==> config.mk <==
export PLATFORM = sky130hd
export DESIGN_NAME = counter_n
export DESIGN_NICKNAME = d
export VERILOG_FILES = /design/src/rtl/counter_pkg.sv /design/src/rtl/counter_n.sv
export SDC_FILE = /design/constraint.sdc
export NUM_CORES = 1
export LEC_CHECK = 0
export CAP_MARGIN = 20
export CORE_ASPECT_RATIO = 0.6
export CORE_MARGIN = 2
export CORE_UTILIZATION = 37
export DETAILED_ROUTE_END_ITERATION = 6
export GPL_ROUTABILITY_DRIVEN = 0
export PLACE_DENSITY = 0.72
export SETUP_SLACK_MARGIN = 0.5
export SLEW_MARGIN = 15
export SYNTH_ARGS = -nofsm -noshare
export SYNTH_HDL_FRONTEND = slang
export SYNTH_SLANG_ARGS = --single-unit
==> constraint.sdc <==
create_clock -name Clk -period 2.4 [get_ports Clk]
set_input_delay 0.48 -clock Clk [delete_from_list [all_inputs] [get_ports Clk]]
set_output_delay 0.48 -clock Clk [all_outputs]
set_load 0.01 [all_outputs]
==> src/rtl/counter_pkg.sv <==
// Shared types for the parametrised event counter: terminal modes and
// run-control states.
package counter_pkg;

  localparam int MODE_W = 2;

  typedef enum logic [MODE_W-1:0] {
    WRAP    = 2'b00,
    SAT     = 2'b01,
    ONESHOT = 2'b10,
    RSVD    = 2'b11
  } cnt_mode_e;

  typedef enum logic [1:0] {
    IDLE = 2'b00,
    RUN  = 2'b01,
    DONE = 2'b10
  } cnt_state_e;

endpackage

==> src/rtl/counter_n.sv <==
// Up/down event counter with runtime terminal value, synchronous load and
// wrap / saturate / one-shot terminal behaviour under an IDLE-RUN-DONE FSM.
module counter_n
  import counter_pkg::*;
#(
  parameter int                WIDTH    = 8,
  parameter logic [MODE_W-1:0] DEF_MODE = 2'b00
) (
  input  logic              Clk,
  input  logic              Rst_N,
  input  logic              Start_Pe,
  input  logic              Load,
  input  logic [WIDTH-1:0]  Load_Val,
  input  logic              En_Cnt,
  input  logic              Up_Dn,
  input  logic [WIDTH-1:0]  Term_Val,
  input  logic [MODE_W-1:0] Mode,
  output logic [WIDTH-1:0]  Cnt_Out,
  output logic              CO,
  output logic              TC_Evt,
  output logic              Busy,
  output logic              Done
);

  cnt_state_e       state, state_nxt;
  cnt_mode_e        mode_eff;
  logic [WIDTH-1:0] cnt, cnt_nxt;
  logic             mode_live;
  logic             at_term;
  logic             step;
  logic             busy_q, done_q;

  // DEF_MODE governs only until the first clock after reset; from then on
  // the Mode input is used directly so a change takes effect that cycle.
  assign mode_eff = mode_live ? cnt_mode_e'(Mode) : cnt_mode_e'(DEF_MODE);

  assign at_term = Up_Dn ? (cnt >= Term_Val) : (cnt == '0);
  assign step    = (state == RUN) & En_Cnt & ~Start_Pe & ~Load;

  assign CO      = at_term;
  assign TC_Evt  = step & at_term;
  assign Cnt_Out = cnt;
  assign Busy    = busy_q;
  assign Done    = done_q;

  always_comb begin
    cnt_nxt = cnt;
    if (Start_Pe) begin
      cnt_nxt = Up_Dn ? '0 : Term_Val;
    end else if (Load) begin
      cnt_nxt = (Up_Dn && (Load_Val > Term_Val)) ? Term_Val : Load_Val;
    end else if (step) begin
      if (at_term) begin
        case (mode_eff)
          SAT, ONESHOT: cnt_nxt = cnt;
          default:      cnt_nxt = Up_Dn ? '0 : Term_Val;
        endcase
      end else begin
        cnt_nxt = Up_Dn ? (cnt + WIDTH'(1)) : (cnt - WIDTH'(1));
      end
    end
  end

  always_comb begin
    state_nxt = state;
    case (state)
      IDLE, DONE: if (Start_Pe || Load) state_nxt = RUN;
      RUN:        if (TC_Evt && (mode_eff == ONESHOT)) state_nxt = DONE;
      default:    state_nxt = IDLE;
    endcase
  end

  always_ff @(posedge Clk or negedge Rst_N) begin
    if (!Rst_N) begin
      cnt       <= '0;
      mode_live <= 1'b0;
    end else begin
      cnt       <= cnt_nxt;
      mode_live <= 1'b1;
    end
  end

  // Busy/Done are registered copies of the next state so they align with it.
  always_ff @(posedge Clk or negedge Rst_N) begin
    if (!Rst_N) begin
      state  <= IDLE;
      busy_q <= 1'b0;
      done_q <= 1'b0;
    end else begin
      state  <= state_nxt;
      busy_q <= (state_nxt == RUN);
      done_q <= (state_nxt == DONE);
    end
  end

endmodule

==> results_dict.tcl, run 1 <==
set metrics [dict create \
    fillerInstances 271 \
    leakagePower_nw 1.43 \
    drt_pre_antenna_iters 5 \
    critical_path.startpoint_type "register" \
    endpoint_kind "output pin" \
    critical-path-max-stage-delay_ps 430 \
    achievable-frequency_ghz 0.392 \
    net_count_synth 232 \
    rows 18 \
    clockBufferDepth 2 \
    total_power_mw 1.59 \
    fraction_of_layout_instances_using_a_drive_strength_above_1 0.560 \
    mapped_cell_area_um2 1690 \
    worstHoldEndpoint "state[0]" \
    synth_edf_count 0 \
    syn_to_final_growth_pct 86.4 \
    initial_core_util 0.399 \
    areal_power_density_over_the_cells_nw_per_um2 506 \
    layout_setup_ws_ps -151 \
    worst-path-max-fanout 2 \
    cts_tree "yes" \
    post-route-cell-area_um2 3150 \
    antenna_found_initial 0 \
    synth.yosys.seq_area_share 0.193 \
    maxSlewViolCount 0 \
    critPathBufInv 2 \
    r2r-end "Cnt_Out[6]" \
    clk_latency_ps 250 \
    timing.clock.skew_ps 7.38 \
    wire_length_of_the_first_global_routing_pass_um 10400 \
    timing_hold_violations_final 0 \
    failing_checks "negative setup slack" \
    drt_iter0_drc 246 \
    floorplan.die.width_um 91.2 \
    max-vdd-ir-drop_mv 0.314 \
    cp_top_family "compound AO/OA/AOI/OAI gates" \
    cts_hold_buffers 0 \
    count_of_distinct_cell_types_in_the_synthesized_netlist 50 \
    grt_remaining_overflow 0 \
    core-area_um2 4230 \
    worst_setup_hold_path_clk_slew_ps 60 \
    grt_pass1_vias 2078 \
    dieHeight_um 56.3 \
    maximum_number_of_pins_on_one_net_before_global_route_repair 19 \
    route.antenna.remaining_nets 0 \
    dpl-instance-area_um2 2720 \
    ys_seq_elements 13 \
    h-tree-depth 1 \
    portBuffers 35 \
    io_pins 36 \
    setup-violations-final 8 \
    postSynthCellCount 184 \
    drcViolationCount 0 \
    wl_um 6800 \
    dominantRegCellSynth "sky130_fd_sc_hd__dfrtp_1" \
    rsz0062_at_grt "yes" \
    critPathSlowestCell "sky130_fd_sc_hd__dfrtp_2" \
    nNetsFinal 349 \
    worstSetupPathType "register to output pin" \
    async_reset_ff_frac 1.00 \
    cap_viol_max_count 0 \
    r2r_start "Cnt_Out[3]" \
    reg2reg_depth 11 \
    final.hold.worst_slack_ps 547 \
    cts_root_buf "sky130_fd_sc_hd__clkbuf_8" \
    period_minus_slack_ps 2550 \
    post_drt_wl_per_cell_um 18.9 \
    worstMarginPinSlew_ps 684 \
    critical_path.cell_chain "ha_4, o211ai_1, o21a_1, a211oi_4, buf_4, nor4b_4, buf_2" \
    outcome "finished, violations left" \
    design.die.area_um2 5140 \
    worst-endpoint-required_ps 1920 \
    num_vias 2041 \
    antennaDiodeCount 0 \
    grt_util_all_layers 0.255 \
    hold_depth 1 \
    synth_warnings 0 \
    critical_path.startpoint "Cnt_Out[3]" \
    timing.critical_path.arrival_ps 2070 \
    dp.final_hpwl_um 4480 \
    post_synth.cell_area_avg_um2 9.18 \
    num_cts_buffers 3 \
    r2r_setup_slack_ps -70 \
    worst_hold_path_type "register to register" \
    cts_num_sinks 13 \
    slew_headroom 0.542 \
    worst_hold_startpoint "state[1]" \
    avgViaCountPerCell 5.67 \
    timing.final.crit_share 1.06 \
]
## worst max path at each step
stage / end / slack [ps] / cells past startpoint
after detailed placement: TC_Evt / -760 / 8
final: TC_Evt / -150 / 7
after global routing: TC_Evt / -220 / 7
after floorplan: TC_Evt / 100 / 5
after global placement: TC_Evt / -740 / 8
after CTS: TC_Evt / -80 / 7
## final cells by class
cell class	count	area, um^2	share of cell area
inverters	12	48.8	0.0155
multi-input cells	154	1630	0.518
well taps	60	75.1	0.0238
repair buffers	117	1010	0.322
flip-flops and latches	13	334	0.106
clock buffers	4	45.0	0.0143
## layout by cell type, fill, tap and decap left out, types with 3 or more instances in the layout
master,netlist,routed
sky130_fd_sc_hd__buf_4,2,68
sky130_fd_sc_hd__ha_4,0,12
sky130_fd_sc_hd__buf_6,1,12
sky130_fd_sc_hd__clkdlybuf4s50_1,0,12
sky130_fd_sc_hd__nand2_1,13,11
sky130_fd_sc_hd__ha_1,23,10
sky130_fd_sc_hd__dlygate4sd2_1,0,9
sky130_fd_sc_hd__inv_2,0,8
sky130_fd_sc_hd__nor2_1,9,8
sky130_fd_sc_hd__mux2i_1,9,8
sky130_fd_sc_hd__a21oi_1,14,8
sky130_fd_sc_hd__dfrtp_2,0,7
sky130_fd_sc_hd__dfrtp_1,13,6
sky130_fd_sc_hd__a21oi_2,2,6
sky130_fd_sc_hd__buf_2,0,5
sky130_fd_sc_hd__nand2b_1,4,4
sky130_fd_sc_hd__o211ai_1,4,4
sky130_fd_sc_hd__and2_1,4,4
sky130_fd_sc_hd__o21ai_0,8,4
sky130_fd_sc_hd__a221oi_2,1,4
sky130_fd_sc_hd__a211oi_4,2,3
sky130_fd_sc_hd__o21a_1,3,3
sky130_fd_sc_hd__nand4_1,3,3
sky130_fd_sc_hd__inv_1,12,3
sky130_fd_sc_hd__a31oi_1,4,3
sky130_fd_sc_hd__xnor2_1,3,3
sky130_fd_sc_hd__o22a_1,3,3
sky130_fd_sc_hd__clkbuf_8,2,3
sky130_fd_sc_hd__dlymetal6s2s_1,0,3
sky130_fd_sc_hd__buf_12,0,3
## kinds of logic (layout without fill, tap and decap cells)
group	Yosys count	after routing	synth area share
adder cells (fa/ha/maj)	24	24	0.182
other	1	1	0.00222
XOR/XNOR	5	5	0.0259
AND/OR/NAND/NOR	46	46	0.164
buffers and inverters	17	133	0.0585
flip-flops	13	13	0.193
AO/OA/AOI/OAI	67	67	0.308
multiplexers	11	11	0.0667
## where the power goes
| group | switching [mW] | internal [mW] | leakage [nW] |
|---|---|---|---|
| clock network | 0.0888 | 0.118 | 0.0228 |
| logic | 0.504 | 0.594 | 1.26 |
| registers | 0.0387 | 0.250 | 0.147 |
| total | 0.631 | 0.961 | 1.43 |
## timing repair
action,CTS,global route
cloned,1,0
pin swaps,30,9
buffers inserted,10,7
gates resized for setup,95,17
endpoints found under the setup margin,15,17
## synth_stat cells (all sizes together) (2+ instances only)
library cell	instances	area, um^2
o21ai	8	40.0
o41ai	2	17.5
o211ai	5	51.3
dfrtp	13	325
mux2i	9	90.1
o21a	3	22.5
a21oi	16	87.6
o22a	3	26.3
a211oi	6	70.1
a211o	2	17.5
ha	23	288
a31oi	4	25.0
inv	12	45.0
xor2	2	17.5
a221o	2	20.0
a221oi	6	58.8
nor2	9	33.8
mux2	2	22.5
a21o	3	22.5
clkbuf	2	27.5
xnor2	3	26.3
nand2	13	48.8
nor4	2	42.5
and2	4	25.0
buf	3	26.3
nand2b	4	25.0
a21boi	3	26.3
nor3	4	30.0
nand4	3	18.8
## state kept, by name, indices dropped and copies added (netlist names)
signal / count
Busy: 1
mode_live: 1
state: 2
Done: 1
Cnt_Out: 8
## layer usage
| metal | wire (um) | vias up | GRT usage |
|---|---|---|---|
| li1 | - | 937 | - |
| met1 | 3030 | 964 | 0.349 |
| met2 | 3070 | 124 | 0.426 |
| met3 | 587 | 16 | 0.0483 |
| met4 | 110 | 0 | 0.0411 |
| met5 | 0 | - | 0 |
## per-stage QoR
step | util | TNS, ps | setup slack [ps] | std cells
global route | 0.744 | -1140 | -222 | 360
global placement | 0.642 | -6360 | -744 | 338
finish | 0.744 | -407 | -151 | 360
CTS | 0.714 | -76.9 | -76.9 | 353
floorplan | - | 0 | 96.4 | 184
detailed placement | 0.642 | -6650 | -760 | 338
## worst register-to-register path, cell delays in order (launching register included)
cell and delay (ps):
sky130_fd_sc_hd__dfrtp_2 430, sky130_fd_sc_hd__ha_4 250, sky130_fd_sc_hd__buf_4 140, sky130_fd_sc_hd__a211oi_4 210, sky130_fd_sc_hd__o21a_1 210, sky130_fd_sc_hd__a211oi_4 80, sky130_fd_sc_hd__buf_4 140, sky130_fd_sc_hd__buf_6 110
sky130_fd_sc_hd__buf_8 120, sky130_fd_sc_hd__a21boi_4 230, sky130_fd_sc_hd__inv_2 90, sky130_fd_sc_hd__a221o_1 340
Note: power is estimated with default switching activity, not from simulation.
==> run 2: changes to the inputs <==
--- a/config.mk
+++ b/config.mk
@@ -11,6 +11,7 @@
 export CORE_UTILIZATION = 37
 export DETAILED_ROUTE_END_ITERATION = 6
 export GPL_ROUTABILITY_DRIVEN = 0
+export GPL_TIMING_DRIVEN = 0
 export PLACE_DENSITY = 0.72
 export SETUP_SLACK_MARGIN = 0.5
 export SLEW_MARGIN = 15
==> run 2 against run 1 <==
The run still ends with negative setup slack left. Register-to-register slack better by 50 ps. Die area stayed put. Via count decreased by 16%.
==> results_dict.tcl, run 2 (synthesis results as in run 1) <==
set metrics [dict create \
    wire_length_of_the_first_global_routing_pass_um 8670 \
    critical-path-max-stage-delay_ps 460 \
    worst-endpoint-required_ps 1920 \
    cts_root_buf "sky130_fd_sc_hd__clkbuf_8" \
    worst_setup_hold_path_clk_slew_ps 60 \
    maximum_number_of_pins_on_one_net_before_global_route_repair 14 \
    critical_path.startpoint_type "register" \
    final_util 0.596 \
    syn_to_final_growth_pct 49.4 \
    layout_setup_ws_ps -87.3 \
    critPathSlowestCell "sky130_fd_sc_hd__dfrtp_2" \
    nNetsFinal 290 \
    timing.critical_path.arrival_ps 2010 \
    avgViaCountPerCell 5.68 \
    initial_core_util 0.399 \
    slew_headroom 0.597 \
    largest_register_ffs 8 \
    design.die.area_um2 5140 \
    cts_num_sinks 13 \
    clk_latency_ps 250 \
    num_vias 1710 \
    timing_hold_violations_final 0 \
    dp.final_hpwl_um 3920 \
    grt_remaining_overflow 0 \
    h-tree-depth 1 \
    max-vdd-ir-drop_mv 0.255 \
    floorplan.die.width_um 91.2 \
    antenna_found_initial 0 \
    grt_pass1_vias 1696 \
    timing.clock.skew_ps 1.74 \
    dp_slack_ps -1180 \
    post_drt_wl_per_cell_um 17.5 \
    drt_iter0_drc 109 \
    critical_path.cell_chain "ha_4, o211ai_1, o21a_1, a211oi_4, buf_4, nor4b_4, buf_2" \
    achievable-frequency_ghz 0.402 \
    antennaDiodeCount 0 \
    timing.final.crit_share 1.04 \
    grt_util_all_layers 0.214 \
    crit_cells 7 \
    rows 18 \
    worst_hold_path_type "input pin to register" \
    endpoint_kind "output pin" \
    failing_checks "negative setup slack" \
    setup-violations-final 3 \
    areal_power_density_over_the_cells_nw_per_um2 523 \
    leading_cell_type_in_the_layout_fill_and_taps_excluded "sky130_fd_sc_hd__buf_4" \
    cp_top_family "compound AO/OA/AOI/OAI gates" \
    clockBufferDepth 2 \
    reg2reg_depth 10 \
    total_power_mw 1.32 \
    cts_tree "yes" \
    leakagePower_nw 1.08 \
    maxSlewViolCount 0 \
    worstSetupPathType "register to output pin" \
    dpl-instance-area_um2 2260 \
    io_pins 36 \
    dieHeight_um 56.3 \
    wl_um 5280 \
    cap_viol_max_count 0 \
    period_minus_slack_ps 2490 \
    critPathBufInv 2 \
    num_cts_buffers 3 \
    portBuffers 34 \
    rsz0062_at_grt "yes" \
    post-route-cell-area_um2 2520 \
    route.antenna.remaining_nets 0 \
    fraction_of_layout_instances_using_a_drive_strength_above_1 0.407 \
    finalSetupTns_ps -121 \
    worst-path-max-fanout 3 \
    cts_hold_buffers 0 \
    drcViolationCount 0 \
    hold_depth 3 \
    drt_pre_antenna_iters 4 \
    core-area_um2 4230 \
    outcome "finished, violations left" \
    worstMarginPinSlew_ps 603 \
    commonest_cells_after_routing_fill_and_taps_aside "sky130_fd_sc_hd__buf_4, sky130_fd_sc_hd__nand2_1, sky130_fd_sc_hd__clkdlybuf4s50_1" \
]
==> run 2: cell types whose count changed in the layout (fill, tap and decap cells not counted), sizes merged <==
cell,before,now
buf,89,32
clkdlybuf4s15,2,3
dlygate4sd2,9,6
dlymetal6s2s,3,2
clkdlybuf4s50,12,13
==> run 2: worst paths after layout <==
check                             from         end  slack (ps)
setup / recovery            Cnt_Out[1]      TC_Evt         -90
hold / removal             Term_Val[2]  Cnt_Out[2]         500
setup reg to reg            Cnt_Out[6]  Cnt_Out[6]         -20
hold reg to reg               state[1]        Busy         510
max in group asynchronous        Rst_N  Cnt_Out[6]        1360
min in group asynchronous        Rst_N   mode_live         610
==> run 2: what timing repair did <==
| action | 4_1_cts | 5_1_grt |
|---|---|---|
| endpoints found under the setup margin | 14 | 15 |
| pin swaps | 26 | 2 |
| setup buffers | 17 | 2 |
| gates resized for setup | 80 | 4 |
| gates cloned | 0 | 0 |
==> run 2: final cells by class <==
type,count,area (um^2)
fill,377,1710
sequential,13,335
tap,60,75.1
buffer,5,62.6
timing repair buffer,53,467
clock buffer,4,45.0
inverter,12,48.8
multi-input combinational,154,1490
==> run 2: stage by stage <==
step / instances / hold slack [ps]
floorplan: 184 / 184
finish: 301 / 498
global route: 301 / 519
detailed placement: 278 / 494
global placement: 278 / 490
CTS: 299 / 497
==> run 2: metal layers <==
| layer | share of wire | track usage | vias up |
|---|---|---|---|
| met1 | 0.50 | 0.321 | 801 |
| li1 | - | - | 822 |
| met2 | 0.40 | 0.325 | 82 |
| met4 | 0.0087 | 0.0455 | 0 |
| met3 | 0.087 | 0.0295 | 5 |
| met5 | 0 | 0 | - |
==> run 2: where the power goes <==
part | total, mW | internal (mW) | switching, mW
Clock | 0.203 | 0.118 | 0.0855
Sequential | 0.310 | 0.251 | 0.0593
Combinational | 0.807 | 0.421 | 0.386
Total | 1.32 | 0.789 | 0.531
==> run 2: worst register-to-register path, stage by stage (launching register included) <==
cell and delay (ps):
sky130_fd_sc_hd__dfrtp_2 470, sky130_fd_sc_hd__ha_4 270, sky130_fd_sc_hd__a21o_1 220, sky130_fd_sc_hd__a211oi_4 250
sky130_fd_sc_hd__a211oi_4 50, sky130_fd_sc_hd__buf_4 140, sky130_fd_sc_hd__buf_6 120, sky130_fd_sc_hd__buf_6 130
sky130_fd_sc_hd__a21boi_4 190, sky130_fd_sc_hd__inv_2 80, sky130_fd_sc_hd__a221o_1 380
==> run 3: changes to the inputs <==
--- a/config.mk
+++ b/config.mk
@@ -12,6 +12,7 @@
 export DETAILED_ROUTE_END_ITERATION = 6
 export GPL_ROUTABILITY_DRIVEN = 0
 export GPL_TIMING_DRIVEN = 0
+export MAX_ROUTING_LAYER = met4
 export PLACE_DENSITY = 0.72
 export SETUP_SLACK_MARGIN = 0.5
 export SLEW_MARGIN = 15
==> results of run 3 <==
Same layout as run 2: the final DEF is identical, and so are final timing and power.
Among the figures that moved: overall routing resource usage 0.214 -> 0.220
